===== config.mk =====
export PLATFORM = sky130hd
export DESIGN_NAME = knap_search
export DESIGN_NICKNAME = d
export VERILOG_FILES = /design/src/rtl/knap_search.sv
export SDC_FILE = /design/constraint.sdc
export NUM_CORES = 1
export LEC_CHECK = 0
export CORE_UTILIZATION = 55
export DETAILED_ROUTE_END_ITERATION = 10
export GPL_TIMING_DRIVEN = 0
export PLACE_DENSITY_LB_ADDON = 0.2
export REMOVE_ABC_BUFFERS = 1
export SLEW_MARGIN = 40
export SYNTH_ARGS = -nofsm -noshare
export SYNTH_HDL_FRONTEND = slang
export SYNTH_SLANG_ARGS = --single-unit

===== constraint.sdc =====
create_clock -name clk -period 9.19 [get_ports clk]
set_input_delay 2.2975 -clock clk [delete_from_list [all_inputs] [get_ports clk]]
set_output_delay 2.2975 -clock clk [all_outputs]
set_load 0.01 [all_outputs]

===== src/rtl/knap_search.sv =====
// knap_search: exhaustive subset search over an item table, emitting every subset that meets
// the value/weight/volume thresholds. Define KNAP_SEARCH_BEST_TRACK_EN to enable best tracking.
`timescale 1ns/1ps
module knap_search #(
    parameter int unsigned N_ITEMS = 9,
    parameter int unsigned W       = 8
) (
    input  logic               clk,
    input  logic               rst_n,
    input  logic               start,
    output logic               busy,
    output logic               done,
    input  logic               cfg_we,
    input  logic [3:0]         cfg_idx,
    input  logic [W-1:0]       cfg_value,
    input  logic [W-1:0]       cfg_weight,
    input  logic [W-1:0]       cfg_volume,
    input  logic [W-1:0]       min_value,
    input  logic [W-1:0]       max_weight,
    input  logic [W-1:0]       max_volume,
    output logic               sol_valid,
    input  logic               sol_ready,
    output logic [N_ITEMS-1:0] sol_mask,
    output logic [W-1:0]       sol_value,
    output logic [N_ITEMS:0]   sol_count,
    output logic [N_ITEMS-1:0] best_mask,
    output logic [W-1:0]       best_value
);
    localparam int unsigned   KW     = (N_ITEMS > 1) ? $clog2(N_ITEMS) : 1;
    localparam logic [KW-1:0] K_LAST = KW'(N_ITEMS - 1);

    typedef enum logic [2:0] {S_IDLE, S_ACCUM, S_CHECK, S_EMIT, S_DONE} state_t;

    state_t             state_q, state_d;
    logic [N_ITEMS-1:0] mask_q, mask_d;
    logic [KW-1:0]      k_q, k_d;
    logic [W-1:0]       vsum_q, vsum_d, wsum_q, wsum_d, osum_q, osum_d;
    logic [W-1:0]       minv_q, minv_d, maxw_q, maxw_d, maxo_q, maxo_d;
    logic [N_ITEMS:0]   cnt_q, cnt_d;
    logic               cand_ok, last_mask, advance;

    logic [W-1:0] item_val_q [N_ITEMS];
    logic [W-1:0] item_wt_q  [N_ITEMS];
    logic [W-1:0] item_vol_q [N_ITEMS];

    assign cand_ok   = (vsum_q >= minv_q) && (wsum_q <= maxw_q) && (osum_q <= maxo_q);
    assign last_mask = &mask_q;

    always_ff @(posedge clk or negedge rst_n) begin
        if (!rst_n) begin
            for (int unsigned i = 0; i < N_ITEMS; i++) begin
                item_val_q[i] <= '0;
                item_wt_q[i]  <= '0;
                item_vol_q[i] <= '0;
            end
        end else if (cfg_we && state_q == S_IDLE && 32'(cfg_idx) < N_ITEMS) begin
            item_val_q[cfg_idx] <= cfg_value;
            item_wt_q[cfg_idx]  <= cfg_weight;
            item_vol_q[cfg_idx] <= cfg_volume;
        end
    end

    always_comb begin
        state_d = state_q;
        mask_d  = mask_q;
        k_d     = k_q;
        vsum_d  = vsum_q;
        wsum_d  = wsum_q;
        osum_d  = osum_q;
        minv_d  = minv_q;
        maxw_d  = maxw_q;
        maxo_d  = maxo_q;
        cnt_d   = cnt_q;
        advance = 1'b0;
        case (state_q)
            S_IDLE: begin
                if (start) begin
                    state_d = S_ACCUM;
                    mask_d  = '0;
                    k_d     = '0;
                    vsum_d  = '0;
                    wsum_d  = '0;
                    osum_d  = '0;
                    cnt_d   = '0;
                    minv_d  = min_value;
                    maxw_d  = max_weight;
                    maxo_d  = max_volume;
                end
            end
            S_ACCUM: begin
                if (mask_q[k_q]) begin
                    vsum_d = vsum_q + item_val_q[k_q];
                    wsum_d = wsum_q + item_wt_q[k_q];
                    osum_d = osum_q + item_vol_q[k_q];
                end
                if (k_q == K_LAST) state_d = S_CHECK;
                else               k_d     = k_q + 1'b1;
            end
            S_CHECK: begin
                if (cand_ok) state_d = S_EMIT;
                else         advance = 1'b1;
            end
            S_EMIT: begin
                if (sol_ready) begin
                    cnt_d   = cnt_q + 1'b1;
                    advance = 1'b1;
                end
            end
            S_DONE:  state_d = S_IDLE;
            default: state_d = S_IDLE;
        endcase
        // Shared exit from CHECK (rejected) and EMIT (accepted): next mask or finish.
        if (advance) begin
            if (last_mask) begin
                state_d = S_DONE;
            end else begin
                state_d = S_ACCUM;
                mask_d  = mask_q + 1'b1;
                k_d     = '0;
                vsum_d  = '0;
                wsum_d  = '0;
                osum_d  = '0;
            end
        end
    end

    always_ff @(posedge clk or negedge rst_n) begin
        if (!rst_n) begin
            state_q <= S_IDLE;
            mask_q  <= '0;
            k_q     <= '0;
            vsum_q  <= '0;
            wsum_q  <= '0;
            osum_q  <= '0;
            minv_q  <= '0;
            maxw_q  <= '0;
            maxo_q  <= '0;
            cnt_q   <= '0;
        end else begin
            state_q <= state_d;
            mask_q  <= mask_d;
            k_q     <= k_d;
            vsum_q  <= vsum_d;
            wsum_q  <= wsum_d;
            osum_q  <= osum_d;
            minv_q  <= minv_d;
            maxw_q  <= maxw_d;
            maxo_q  <= maxo_d;
            cnt_q   <= cnt_d;
        end
    end

    assign busy      = (state_q != S_IDLE);
    assign done      = (state_q == S_DONE);
    assign sol_valid = (state_q == S_EMIT);
    assign sol_mask  = mask_q;
    assign sol_value = vsum_q;
    assign sol_count = cnt_q;

`ifdef KNAP_SEARCH_BEST_TRACK_EN
    logic [N_ITEMS-1:0] best_mask_q, best_mask_d;
    logic [W-1:0]       best_val_q, best_val_d;
    logic               best_seen_q, best_seen_d;

    // Strict '>' keeps the earlier (lower) mask on ties.
    always_comb begin
        best_mask_d = best_mask_q;
        best_val_d  = best_val_q;
        best_seen_d = best_seen_q;
        if (state_q == S_IDLE && start) begin
            best_mask_d = '0;
            best_val_d  = '0;
            best_seen_d = 1'b0;
        end else if (state_q == S_CHECK && cand_ok && (!best_seen_q || vsum_q > best_val_q)) begin
            best_mask_d = mask_q;
            best_val_d  = vsum_q;
            best_seen_d = 1'b1;
        end
    end

    always_ff @(posedge clk or negedge rst_n) begin
        if (!rst_n) begin
            best_mask_q <= '0;
            best_val_q  <= '0;
            best_seen_q <= 1'b0;
        end else begin
            best_mask_q <= best_mask_d;
            best_val_q  <= best_val_d;
            best_seen_q <= best_seen_d;
        end
    end

    assign best_mask  = best_mask_q;
    assign best_value = best_val_q;
`else
    assign best_mask  = '0;
    assign best_value = '0;
`endif

endmodule


==> impl_metrics.py <==
metrics = {
    "outcome": {
        "status": "complete, no violations",
    },
    "flow_run": {
        "drv_cap": 0,
    },
    "global_routing": {
        "grt_max_degree": 78,
        "grt_antenna_before_repair": 1,
        "grt_pass1_vias": 9265,
        "grt_pass1_wl_um": 50400,
        "grt_use_total": 0.241,
        "overflow": 0,
    },
    "power": {
        "switchingPower_uw": 540,
        "power_density_mw_per_mm2": 152,
        "power_frac_clock": 0.475,
        "seq_power_share": 0.498,
        "p_int_uw": 2030,
        "ir_drop_mv": 0.117,
        "switching_share": 0.210,
        "power.leakage_uw": 0.00817,
        "combPwrFrac": 0.028,
    },
    "route": {
        "drt-initial-drc-count": 549,
        "wirelength_um": 30800,
        "wl_met1_um": 14900,
        "routed-wl-met3_um": 1340,
        "wl_per_cell_um": 19.7,
        "dr_total_vias": 9123,
        "drc_errors": 0,
        "postRouteAntennaNets": 0,
        "dr.pass1.iters": 4,
        "routed.top_layer": "met4",
        "dr_wl_met2_um": 14100,
        "via_per_inst": 5.84,
    },
    "synthesis": {
        "syn_inst": 1123,
        "syn_area_per_cell_sq_um": 12.9,
        "synthArstFlopShare": 1.00,
        "synth-seq-area-share": 0.502,
        "ys.flop_type": "dfrtp_1",
        "ys_warn_count": 0,
        "ys_types": 63,
        "synth-seq-cells": 290,
        "synthesis.area_sq_mm": 0.0145,
        "synth-edff-count": 0,
    },
    "place": {
        "place_congestion": 0.826,
        "placed_area_sq_mm": 0.0159,
        "dpl.hpwl_um": 21000,
        "portBuffers": 86,
    },
    "cts": {
        "clock_sinks": 290,
        "h-tree-depth": 1,
        "cts_max_path_buffers": 3,
        "cts.clk_slew.worst_paths_ns": 0.06,
        "tritoncts": "yes",
        "cts_root_buffer": "clkbuf_16",
        "clock_latency_ns": 0.55,
        "ctsResizeCount": 0,
        "numCtsBuffers": 31,
        "postCtsSetupBuffers": 0,
        "postCtsHoldBufs": 0,
    },
    "worst_setup_path": {
        "crit_fanout": 24,
        "crit_arrival_ns": 4.98,
        "reg2reg_depth": 16,
        "reg2reg_from": "k_q[0]$_DFF_PN0_",
        "crit_end": "sol_value[7]$_DFF_PN0_",
        "path_class": "flop to flop",
        "startpoint": "k_q[0]$_DFF_PN0_",
        "r2r_end": "sol_value[7]$_DFF_PN0_",
        "regToRegSetupSlack_ns": 4.68,
        "end_kind": "flop",
        "start_kind": "flop",
        "crit_required_ns": 9.65,
    },
    "floorplanning": {
        "die_h_um": 164,
        "chipWidth_um": 164,
        "fp-row-count": 58,
        "initial_core_util": 0.568,
        "core_sq_mm": 0.0255,
        "die-area_sq_mm": 0.0270,
        "io_pins": 104,
    },
    "min_path": {
        "hp-class": "flop to flop",
    },
    "timing": {
        "slew_headroom": 0.514,
        "fin_crit_ns": 4.51,
        "worst_pin_slew_ns": 0.721,
        "drv_slew": 0,
        "rsz0062_at_grt": "false",
        "hold_viol": 0,
        "setup_viol": 0,
        "fin_skew_ns": 0.00799,
        "max_freq_ghz": 0.222,
        "post-route-period-util": 0.491,
        "hold_ws_ns": 0.481,
    },
    "finish": {
        "final_nets": 1321,
        "synthToLayoutAreaGrowth_pct": 16.9,
        "drive_above_1_share": 0.281,
        "diodes": 0,
        "fin_area_sq_mm": 0.0169,
        "fillCellCount": 1873,
    },
}
[sequential cells by signal, summed over array words and instances, names as in the netlist, 9 cells and up]
name / cells
sol_count: 10
sol_mask: 9
item_wt_q: 72
item_val_q: 72
item_vol_q: 72
[synthesized netlist by cell type, drive strengths merged (2+ instances only)]
master | instances | area share
a21oi | 27 | 0.0093
o31ai | 2 | 0.0014
fa | 3 | 0.0042
nor3 | 8 | 0.0039
nand2 | 76 | 0.020
ha | 50 | 0.043
buf | 48 | 0.022
nand4 | 7 | 0.0030
a21o | 5 | 0.0026
and2 | 3 | 0.0013
o31a | 3 | 0.0018
mux2i | 27 | 0.019
mux2 | 225 | 0.18
o211ai | 2 | 0.0010
nand2b | 2 | 0.00086
mux4 | 46 | 0.072
clkbuf | 29 | 0.0075
and3b | 2 | 0.0012
a22oi | 22 | 0.011
and3 | 9 | 0.0039
xnor2 | 10 | 0.0061
or2 | 3 | 0.0013
o21a | 5 | 0.0026
o21ai | 52 | 0.018
dfrtp | 290 | 0.50
or3 | 3 | 0.0013
a211oi | 2 | 0.0010
a2111oi | 4 | 0.0027
nor2b | 4 | 0.0017
a31oi | 4 | 0.0017
o21bai | 6 | 0.0031
nand3 | 13 | 0.0045
xor2 | 15 | 0.0091
nand3b | 3 | 0.0016
nor3b | 5 | 0.0045
inv | 34 | 0.0088
o22ai | 3 | 0.0013
a22o | 2 | 0.0012
nor2 | 56 | 0.015
or3b | 3 | 0.0018
[kinds of logic (layout without fill, tap and decap cells)]
group | after synthesis | count (layout) | synth area share
other | 1 | 17 | 0.000259
flip-flops | 290 | 290 | 0.502
multiplexers | 298 | 298 | 0.265
AO/OA/AOI/OAI | 145 | 145 | 0.0632
adder cells (fa/ha/maj) | 53 | 53 | 0.0474
AND/OR/NAND/NOR | 200 | 200 | 0.0683
XOR/XNOR | 25 | 25 | 0.0151
buffers and inverters | 111 | 205 | 0.0387
[per-layer routing]
| layer | GRT usage | vias to the layer above |
|---|---|---|
| met5 | 0 | - |
| met4 | 0.0513 | 0 |
| met3 | 0.0328 | 39 |
| met2 | 0.373 | 178 |
| met1 | 0.363 | 4694 |
| li1 | - | 4212 |
[layout by cell type (no fill, tap or decap), types with 22 or more instances in the layout]
cell type,instances
mux2_1,24
mux2i_1,27
o21ai_0,51
clkdlybuf4s50_1,85
dfrtp_1,286
nor2_1,55
ha_1,50
nand2_1,75
a22oi_1,22
mux2_2,201
clkbuf_16,31
a21oi_1,26
mux4_2,46
inv_1,34
[per-stage QoR]
step           std cells  utilization  TNS (ns)  setup slack [ns]  power [uW]
6_report            1563        0.664         0              4.68        2570
5_1_grt             1563        0.664         0              4.37        2650
4_1_cts             1563        0.664         0              4.68        2590
3_5_place_dp        1508        0.625         0              4.34        1370
3_3_place_gp        1478        0.603  -1943.58             -6.74        1370
2_1_floorplan       1062            -         0              4.11        1310
[worst min path at each step]
| stage | start | endpoint | slack [ns] | cells past startpoint |
|---|---|---|---|---|
| final | item_wt_q[67]$_DFFE_PN0P_ | item_wt_q[67]$_DFFE_PN0P_ | 0.48 | 1 |
| after global routing | item_val_q[21]$_DFFE_PN0P_ | item_val_q[21]$_DFFE_PN0P_ | 0.51 | 1 |
| after global placement | item_wt_q[58]$_DFFE_PN0P_ | item_wt_q[58]$_DFFE_PN0P_ | 0.46 | 1 |
| after floorplan | maxo_q[0]$_DFFE_PN0P_ | maxo_q[0]$_DFFE_PN0P_ | 0.45 | 2 |
| after detailed placement | item_val_q[63]$_DFFE_PN0P_ | item_val_q[63]$_DFFE_PN0P_ | 0.47 | 1 |
| after CTS | item_wt_q[63]$_DFFE_PN0P_ | item_wt_q[63]$_DFFE_PN0P_ | 0.49 | 1 |
[power groups by stage]
stage               Combinational (uW)  Clock [uW]  Sequential (uW)
detailed placement                72.3           0             1300
finish                            70.9        1220             1280
global route                      79.7        1300             1280
global placement                  66.8           0             1300
floorplan                         5.02           0             1300
CTS                               72.7        1240             1280
[critical path, cell delays in order, from the launching register on]
cell       delay [ns]
dfrtp_4          0.62
buf_12           0.25
buf_12           0.19
nor4b_4          0.39
buf_4            0.24
buf_4            0.18
buf_4            0.17
nand2_1          0.06
o21ai_0          0.19
ha_1             0.32
a21oi_1          0.20
nor2_1           0.07
a2111oi_1        0.57
a21oi_1          0.16
xor2_1           0.21
or3b_1           0.38
a31oi_1          0.19
[layout make-up]
class / count / area [sq um] / share of cell area
inverter: 34 / 128 / 0.00754
clock buffer: 45 / 888 / 0.0525
tap: 330 / 413 / 0.0244
clock inverter: 10 / 109 / 0.00643
multi-input combinational: 738 / 6770 / 0.400
timing repair buffer: 116 / 1340 / 0.0793
sequential: 290 / 7270 / 0.430
(Power assumes the default switching activity.)
